## src/rtl/adc_resp_pkg.sv

```systemverilog
// Shared types and defaults for the 3-wire ADC link responder.
// Contents: FSM state enumeration, default parameter values, frame counter width.
package adc_resp_pkg;

  localparam int unsigned DEF_DATA_WIDTH  = 10;
  localparam int unsigned DEF_CHAN_BITS   = 3;
  localparam int unsigned DEF_SYNC_STAGES = 2;
  localparam int unsigned FRAME_CNT_W     = 8;

  typedef enum logic [2:0] {
    S_IDLE,
    S_WAIT_START,
    S_CMD,
    S_NULL,
    S_DATA,
    S_DONE
  } state_t;

endpackage

```

## src/rtl/adc_responder_if.sv

```systemverilog
// Signal bundle between the serial ADC initiator side and the responder.
//   AdcCs/AdcClk/AdcDi : initiator pins (CS active low, serial clock, command bit)
//   AdcDo/AdcOe        : response bit and shared-line drive enable
//   ChanSel/ChanStrobe : sample request to the parallel channel source
//   ChanData           : sample returned by the channel source
//   FrameCnt/Abort     : completed-frame counter and mid-frame abort pulse
interface adc_responder_if
  import adc_resp_pkg::*;
#(
  parameter int unsigned DATA_WIDTH = DEF_DATA_WIDTH,
  parameter int unsigned CHAN_BITS  = DEF_CHAN_BITS
) ();

  logic                   AdcCs;
  logic                   AdcClk;
  logic                   AdcDi;
  logic                   AdcDo;
  logic                   AdcOe;
  logic [CHAN_BITS-1:0]   ChanSel;
  logic                   ChanStrobe;
  logic [DATA_WIDTH-1:0]  ChanData;
  logic [FRAME_CNT_W-1:0] FrameCnt;
  logic                   Abort;

  modport slave (
    input  AdcCs, AdcClk, AdcDi, ChanData,
    output AdcDo, AdcOe, ChanSel, ChanStrobe, FrameCnt, Abort
  );

  modport master (
    output AdcCs, AdcClk, AdcDi, ChanData,
    input  AdcDo, AdcOe, ChanSel, ChanStrobe, FrameCnt, Abort
  );

endinterface

```

## src/rtl/adc_responder_sync_edge.sv

```systemverilog
// Multi-stage synchronizer with reset preset value and rise/fall pulse outputs.
//   clk, rst : system clock, asynchronous active-high reset
//   d        : asynchronous input pin
//   rise     : one-cycle pulse after a synchronized 0->1 transition
//   fall     : one-cycle pulse after a synchronized 1->0 transition
module sync_edge #(
  parameter int unsigned STAGES    = 2,
  parameter logic        RESET_VAL = 1'b0
) (
  input  logic clk,
  input  logic rst,
  input  logic d,
  output logic rise,
  output logic fall
);

  logic [STAGES-1:0] sync_q, sync_d;
  logic              prev_q, prev_d;
  logic [STAGES:0]   valid_q, valid_d;

  always_comb begin
    sync_d    = sync_q;
    valid_d   = valid_q;
    sync_d[0]  = d;
    valid_d[0] = 1'b1;
    for (int unsigned i = 1; i < STAGES; i++) begin
      sync_d[i] = sync_q[i-1];
    end
    for (int unsigned i = 1; i <= STAGES; i++) begin
      valid_d[i] = valid_q[i-1];
    end
    prev_d = sync_q[STAGES-1];
  end

  always_ff @(posedge clk or posedge rst) begin
    if (rst) begin
      sync_q  <= {STAGES{RESET_VAL}};
      prev_q  <= RESET_VAL;
      valid_q <= '0;
    end else begin
      sync_q  <= sync_d;
      prev_q  <= prev_d;
      valid_q <= valid_d;
    end
  end

  // Edges are only reported once both compared samples come from the pin
  // rather than the preset, so a pin already at the non-preset level when
  // reset releases does not look like a fresh edge.
  assign rise = valid_q[STAGES] &  sync_q[STAGES-1] & ~prev_q;
  assign fall = valid_q[STAGES] & ~sync_q[STAGES-1] &  prev_q;

endmodule

```

## src/rtl/adc_responder.sv

```systemverilog
// Cycle-accurate responder for the 3-wire serial ADC link.
// Decodes start bit + channel select on AdcClk rises, requests a sample from
// the channel source, then drives a null bit and DATA_WIDTH data bits MSB
// first on AdcClk falls.
//   Clk, Reset : system clock, asynchronous active-high reset
//   bus        : adc_responder_if slave modport (pins, channel source, status)
module adc_responder
  import adc_resp_pkg::*;
#(
  parameter int unsigned DATA_WIDTH  = DEF_DATA_WIDTH,
  parameter int unsigned CHAN_BITS   = DEF_CHAN_BITS,
  parameter int unsigned SYNC_STAGES = DEF_SYNC_STAGES
) (
  input  logic Clk,
  input  logic Reset,
  adc_responder_if.slave bus
);

  localparam int unsigned CNT_MAX = (DATA_WIDTH > CHAN_BITS) ? DATA_WIDTH : CHAN_BITS;
  localparam int unsigned CNT_W   = $clog2(CNT_MAX + 1);

  logic cs_rise, cs_fall, sclk_rise, sclk_fall;

  sync_edge #(.STAGES(SYNC_STAGES), .RESET_VAL(1'b1)) u_cs_sync (
    .clk (Clk), .rst (Reset), .d (bus.AdcCs), .rise (cs_rise), .fall (cs_fall)
  );

  sync_edge #(.STAGES(SYNC_STAGES), .RESET_VAL(1'b0)) u_clk_sync (
    .clk (Clk), .rst (Reset), .d (bus.AdcClk), .rise (sclk_rise), .fall (sclk_fall)
  );

  state_t                 state_q, state_d;
  logic [CNT_W-1:0]       cnt_q, cnt_d;
  logic [CHAN_BITS-1:0]   cmd_q, cmd_d, cmd_shift;
  logic [CHAN_BITS-1:0]   chan_sel_q, chan_sel_d;
  logic                   strobe_q, strobe_d;
  logic                   load_q, load_d;
  logic [DATA_WIDTH-1:0]  shift_q, shift_d;
  logic                   do_q, do_d;
  logic                   oe_q, oe_d;
  logic [FRAME_CNT_W-1:0] frame_q, frame_d;
  logic                   abort_q, abort_d;

  always_comb begin
    state_d    = state_q;
    cnt_d      = cnt_q;
    cmd_d      = cmd_q;
    chan_sel_d = chan_sel_q;
    strobe_d   = 1'b0;
    load_d     = strobe_q;
    shift_d    = shift_q;
    do_d       = do_q;
    oe_d       = oe_q;
    frame_d    = frame_q;
    abort_d    = 1'b0;
    cmd_shift  = (cmd_q << 1) | CHAN_BITS'(bus.AdcDi);

    // Sample is captured one Clk after the strobe pulse ends.
    if (load_q) begin
      shift_d = bus.ChanData;
    end

    case (state_q)
      S_IDLE: begin
        if (cs_fall) state_d = S_WAIT_START;
      end
      S_WAIT_START: begin
        if (sclk_rise && bus.AdcDi) begin
          state_d = S_CMD;
          cnt_d   = CNT_W'(CHAN_BITS - 1);
        end
      end
      S_CMD: begin
        if (sclk_rise) begin
          cmd_d = cmd_shift;
          if (cnt_q == '0) begin
            chan_sel_d = cmd_shift;
            strobe_d   = 1'b1;
            state_d    = S_NULL;
          end else begin
            cnt_d = cnt_q - 1'b1;
          end
        end
      end
      S_NULL: begin
        // First fall drives the null bit, second fall presents the MSB.
        if (sclk_fall) begin
          if (!oe_q) begin
            oe_d = 1'b1;
            do_d = 1'b0;
          end else begin
            do_d    = shift_q[DATA_WIDTH-1];
            shift_d = shift_q << 1;
            cnt_d   = CNT_W'(DATA_WIDTH - 1);
            state_d = S_DATA;
          end
        end
      end
      S_DATA: begin
        if (sclk_fall) begin
          if (cnt_q == '0) begin
            oe_d    = 1'b0;
            do_d    = 1'b0;
            frame_d = frame_q + 1'b1;
            state_d = S_DONE;
          end else begin
            do_d    = shift_q[DATA_WIDTH-1];
            shift_d = shift_q << 1;
            cnt_d   = cnt_q - 1'b1;
          end
        end
      end
      S_DONE: begin
      end
      default: state_d = S_IDLE;
    endcase

    if (cs_rise) begin
      state_d    = S_IDLE;
      oe_d       = 1'b0;
      do_d       = 1'b0;
      strobe_d   = 1'b0;
      chan_sel_d = chan_sel_q;
      frame_d    = frame_q;
      abort_d    = (state_q == S_CMD) || (state_q == S_NULL) || (state_q == S_DATA);
    end
  end

  always_ff @(posedge Clk or posedge Reset) begin
    if (Reset) begin
      state_q    <= S_IDLE;
      cnt_q      <= '0;
      cmd_q      <= '0;
      chan_sel_q <= '0;
      strobe_q   <= 1'b0;
      load_q     <= 1'b0;
      shift_q    <= '0;
      do_q       <= 1'b0;
      oe_q       <= 1'b0;
      frame_q    <= '0;
      abort_q    <= 1'b0;
    end else begin
      state_q    <= state_d;
      cnt_q      <= cnt_d;
      cmd_q      <= cmd_d;
      chan_sel_q <= chan_sel_d;
      strobe_q   <= strobe_d;
      load_q     <= load_d;
      shift_q    <= shift_d;
      do_q       <= do_d;
      oe_q       <= oe_d;
      frame_q    <= frame_d;
      abort_q    <= abort_d;
    end
  end

  assign bus.AdcDo      = do_q;
  assign bus.AdcOe      = oe_q;
  assign bus.ChanSel    = chan_sel_q;
  assign bus.ChanStrobe = strobe_q;
  assign bus.FrameCnt   = frame_q;
  assign bus.Abort      = abort_q;

endmodule

```

## src/flat_wrapper.sv

```systemverilog
// flat-port wrapper written by rule: the top's interface ports become plain ports
module adc_responder_flat import adc_resp_pkg::*;
#(
  parameter int unsigned DATA_WIDTH  = DEF_DATA_WIDTH,
  parameter int unsigned CHAN_BITS   = DEF_CHAN_BITS,
  parameter int unsigned SYNC_STAGES = DEF_SYNC_STAGES
)
  (Clk, Reset, bus_AdcCs, bus_AdcClk, bus_AdcDi, bus_ChanData, bus_AdcDo, bus_AdcOe, bus_ChanSel, bus_ChanStrobe, bus_FrameCnt, bus_Abort);
  adc_responder_if #(.DATA_WIDTH(DATA_WIDTH), .CHAN_BITS(CHAN_BITS)) bus_i ();
  input  logic Clk;
  input  logic Reset;
  input wire logic [$bits(bus_i.AdcCs)-1:0] bus_AdcCs;
  input wire logic [$bits(bus_i.AdcClk)-1:0] bus_AdcClk;
  input wire logic [$bits(bus_i.AdcDi)-1:0] bus_AdcDi;
  input wire logic [$bits(bus_i.ChanData)-1:0] bus_ChanData;
  output wire logic [$bits(bus_i.AdcDo)-1:0] bus_AdcDo;
  output wire logic [$bits(bus_i.AdcOe)-1:0] bus_AdcOe;
  output wire logic [$bits(bus_i.ChanSel)-1:0] bus_ChanSel;
  output wire logic [$bits(bus_i.ChanStrobe)-1:0] bus_ChanStrobe;
  output wire logic [$bits(bus_i.FrameCnt)-1:0] bus_FrameCnt;
  output wire logic [$bits(bus_i.Abort)-1:0] bus_Abort;
  assign bus_i.AdcCs = bus_AdcCs;
  assign bus_i.AdcClk = bus_AdcClk;
  assign bus_i.AdcDi = bus_AdcDi;
  assign bus_i.ChanData = bus_ChanData;
  assign bus_AdcDo = bus_i.AdcDo;
  assign bus_AdcOe = bus_i.AdcOe;
  assign bus_ChanSel = bus_i.ChanSel;
  assign bus_ChanStrobe = bus_i.ChanStrobe;
  assign bus_FrameCnt = bus_i.FrameCnt;
  assign bus_Abort = bus_i.Abort;
  adc_responder #(.DATA_WIDTH(DATA_WIDTH), .CHAN_BITS(CHAN_BITS), .SYNC_STAGES(SYNC_STAGES)) u_core (.Clk(Clk), .Reset(Reset), .bus(bus_i));
endmodule
```

## config.mk

```make
export PLATFORM = sky130hd
export DESIGN_NAME = adc_responder_flat
export DESIGN_NICKNAME = d
export VERILOG_FILES = /design/src/rtl/adc_resp_pkg.sv /design/src/rtl/adc_responder_if.sv /design/src/rtl/adc_responder_sync_edge.sv /design/src/rtl/adc_responder.sv /design/src/flat_wrapper.sv
export SDC_FILE = /design/constraint.sdc
export NUM_CORES = 1
export LEC_CHECK = 0
export ABC_AREA = 1
export BUFFER_PORTS_ARGS = -buffer_cell sky130_fd_sc_hd__buf_4
export CAP_MARGIN = 0
export CELL_PAD_IN_SITES_DETAIL_PLACEMENT = 2
export CELL_PAD_IN_SITES_GLOBAL_PLACEMENT = 2
export CORE_MARGIN = 3
export CORE_UTILIZATION = 38
export DETAILED_ROUTE_END_ITERATION = 6
export GPL_TIMING_DRIVEN = 0
export PLACE_DENSITY_LB_ADDON = 0.1
export SYNTH_ARGS = -nofsm -noshare
export SYNTH_HDL_FRONTEND = slang
export SYNTH_SLANG_ARGS = --single-unit
export TNS_END_PERCENT = 5
```

## constraint.sdc

```tcl
create_clock -name Clk -period 2.9 [get_ports Clk]
set_input_delay 0.145 -clock Clk [delete_from_list [all_inputs] [get_ports Clk]]
set_output_delay 0.145 -clock Clk [all_outputs]
set_load 0.01 [all_outputs]
```

==> results_dict.tcl <==
set metrics [dict create \
    cts_tree "done" \
    grt_usage_pct 18.8 \
    cp_max_fo 7 \
    core-area_um2 5540 \
    antenna_cells 0 \
    clk_latency_ns 0.30 \
    grt_pass1_vias 1952 \
    netlist_area_um2 2200 \
    synthAdderAreaFrac_pct 1.71 \
    required_ns 3.10 \
    place_congestion 0.792 \
    tns_ns 0 \
    drive_gt1_share_pct 28.8 \
    power_frac_clock_pct 18.5 \
    netlist.top_cell.by_area "dfrtp_1" \
    clk_path_buf_depth 2 \
    cts_setup_buffers 0 \
    totalWireLength_um 5540 \
    firstDrtPassIters 4 \
    worst_slack_ns 1.13 \
    cts.sinks 44 \
    grt_max_degree 24 \
    antenna_found_initial 0 \
    yosysUniqueCellTypes 36 \
    cts-root-buf "clkbuf_8" \
    post_drt_via_cell_ratio 5.05 \
    die-area_um2 6730 \
    placementRows 27 \
    max_freq_ghz 0.565 \
    rsz0062_at_grt "false" \
    power_density_nw_per_um2 784 \
    area_growth_syn_to_layout_pct 20.3 \
    cp-start-kind "flop" \
    p_int_mw 1.23 \
    dpl.hpwl_um 4120 \
    setup_viol 0 \
    layout_min_cycle_time_ns 1.77 \
    yosys.area_share.simple_pct 27.5 \
    synth-compound-area-share_pct 7.68 \
    synth_top_family_by_area "simple AND/OR/NAND/NOR gates" \
    finalCritPeriodShare_pct 61.1 \
    start_util_pct 39.7 \
    hold_viol 0 \
    ys_warn_count 0 \
    met1_length_um 2400 \
    wl_met2_um 2870 \
    grt_pass1_wl_um 9520 \
    synth_top_area_share_pct 46.7 \
    p_switching_uw 847 \
    maxSlewViolCount 0 \
    syn_avg_cell_area_um2 9.44 \
    seq_area_frac_synth_pct 50.3 \
    met3_length_um 160 \
    cp-end-kind "flop" \
    drc_errors 0 \
    portBuffers 29 \
    top_layer "met4" \
    power_frac_seq_pct 43.0 \
    combPwrFrac_pct 38.5 \
    io_pins 30 \
    hold_path.class "input port to flop" \
    fin_skew_ns 0.00896 \
    status "completed" \
    avgRoutedWirePerCell_um 16.0 \
    path_clk_slew_ns 0.09 \
    slew_headroom_pct 57.1 \
    mostFrequentLayoutCells "44 x nand2_1, 41 x dfrtp_1, 29 x buf_4, 19 x inv_1, 18 x nand3_1" \
    numCtsBuffers 5 \
    swShare_pct 40.8 \
    h-tree-depth 2 \
    drt_first_iter_violations 41 \
    nFillCells 610 \
    die_x_um 82.1 \
    ys_ff_latch 44 \
    antenna_left 0 \
    ir_worst_vdd_uv 361 \
    synth_cells 233 \
    synthMuxAreaShare_pct 4.10 \
    arrival_ns 1.97 \
    place_ws_ns 1.14 \
    synth_area_leaders "dfrtp_1 47%, nand2_1 7.5%, mux2i_1 4.1%" \
    power_leakage_nw 1.25 \
    final_common_cell "nand2_1" \
    syn_nets 251 \
    fp.dieH_um 82.1 \
    drv_cap 0 \
    layout.nets 291 \
    yosys.area_share.xor_xnor_pct 2.79 \
    gr-total-overflow 0 \
    tightest_slew_ns 0.644 \
    path_class "flop to flop" \
    vias 1748 \
]
-- per-stage QoR --
step,utilization [%],cell area (um^2),cells,hold WS [ns],total power [mW]
after global placement,45.2,2510,334,0.254,1.65
after floorplan,-,2200,233,0.149,1.44
after global routing,47.7,2650,346,0.115,2.26
final,47.7,2650,346,0.0999,2.07
after CTS,47.7,2650,346,0.101,2.10
after detailed placement,45.7,2530,335,0.226,1.70
-- kinds of logic after synthesis --
group	Yosys count
AO/OA/AOI/OAI	30
flip-flops	44
adder cells (fa/ha/maj)	3
buffers and inverters	30
multiplexers	9
AND/OR/NAND/NOR	109
XOR/XNOR	7
other	1
-- timing repair --
action	in CTS	in global routing
setup endpoints to repair	0	0
endpoints found under the hold margin	21	0
hold buffers	3	0
gates resized for setup	0	0
-- synthesized netlist by cell type (all sizes together) --
library cell and count:
o21ai 20, nor3 3, xnor2 4, conb 1
o21a 1, inv 27, nand2 56, a21oi 7
dfstp 3, xor2 3, nand3b 2, nand4 6
buf 2, a211oi 1, or2 1, nand3 22
ha 3, nor2 19, clkbuf 1, mux2i 9
o211ai 1, dfrtp 41
-- power groups by stage --
stage	Sequential [mW]	Combinational, mW	Clock (mW)
global route	0.915	0.929	0.415
finish	0.891	0.799	0.385
CTS	0.894	0.815	0.394
detailed placement	0.904	0.798	0
floorplan	0.879	0.561	0
global placement	0.894	0.755	0
-- final cells by class --
type / instances / area (um^2) / area share (%)
multi-input cells: 159 / 966 / 36.5
flip-flops and latches: 44 / 1100 / 41.8
plain buffers: 3 / 23.8 / 0.899
clock inverters: 1 / 5.00 / 0.189
well taps: 72 / 90.1 / 3.41
repair buffers: 33 / 275 / 10.4
clock buffers: 7 / 76.3 / 2.89
inverters: 27 / 104 / 3.93
-- flip-flops by register name, summed over array words and instances, names as in the netlist, 2 cells and up --
register,flops
u_core.u_cs_sync.sync_q,2
u_core.u_clk_sync.sync_q,2
u_core.state_q,3
u_core.cnt_q,4
u_core.u_cs_sync.valid_q,2
u_core.shift_q,10
u_core.bus.FrameCnt,8
u_core.bus.ChanSel,3
u_core.cmd_q,2
-- layer usage --
metal	up-vias	global-route usage [%]
met5	-	0
met4	0	7.14
met3	10	2.74
met2	23	32.7
met1	882	23.4
li1	833	-
-- worst max-delay path: stages, from the launching register on --
cell and delay (ns):
dfrtp_1 0.37, inv_1 0.10, ha_1 0.21, nand2_1 0.31, inv_2 0.11, nand2_1 0.08, nand2_1 0.08, nor2_4 0.16
nand2_2 0.11, nand2_1 0.08, nand2_1 0.05
-- worst paths after layout --
| path | start | to | slack (ns) | depth (start not counted) |
|---|---|---|---|---|
| setup / recovery | u_core.cnt_q[0] | u_core.cnt_q[2] | 1.13 | 10 |
| min in group asynchronous | Reset | u_core.bus.ChanSel[2] | 0.44 | 3 |
| hold / removal | bus_ChanData[0] | u_core.shift_q[0] | 0.1 | 3 |
| setup reg to reg | u_core.cnt_q[0] | u_core.cnt_q[2] | 1.13 | 10 |
| max in group asynchronous | Reset | u_core.state_q[0] | 1.97 | 4 |
| hold reg to reg | u_core.u_cs_sync.valid_q[1] | u_core.u_clk_sync.valid_q[2] | 0.35 | 0 |
No activity file was read; power rests on OpenSTA's default activity.
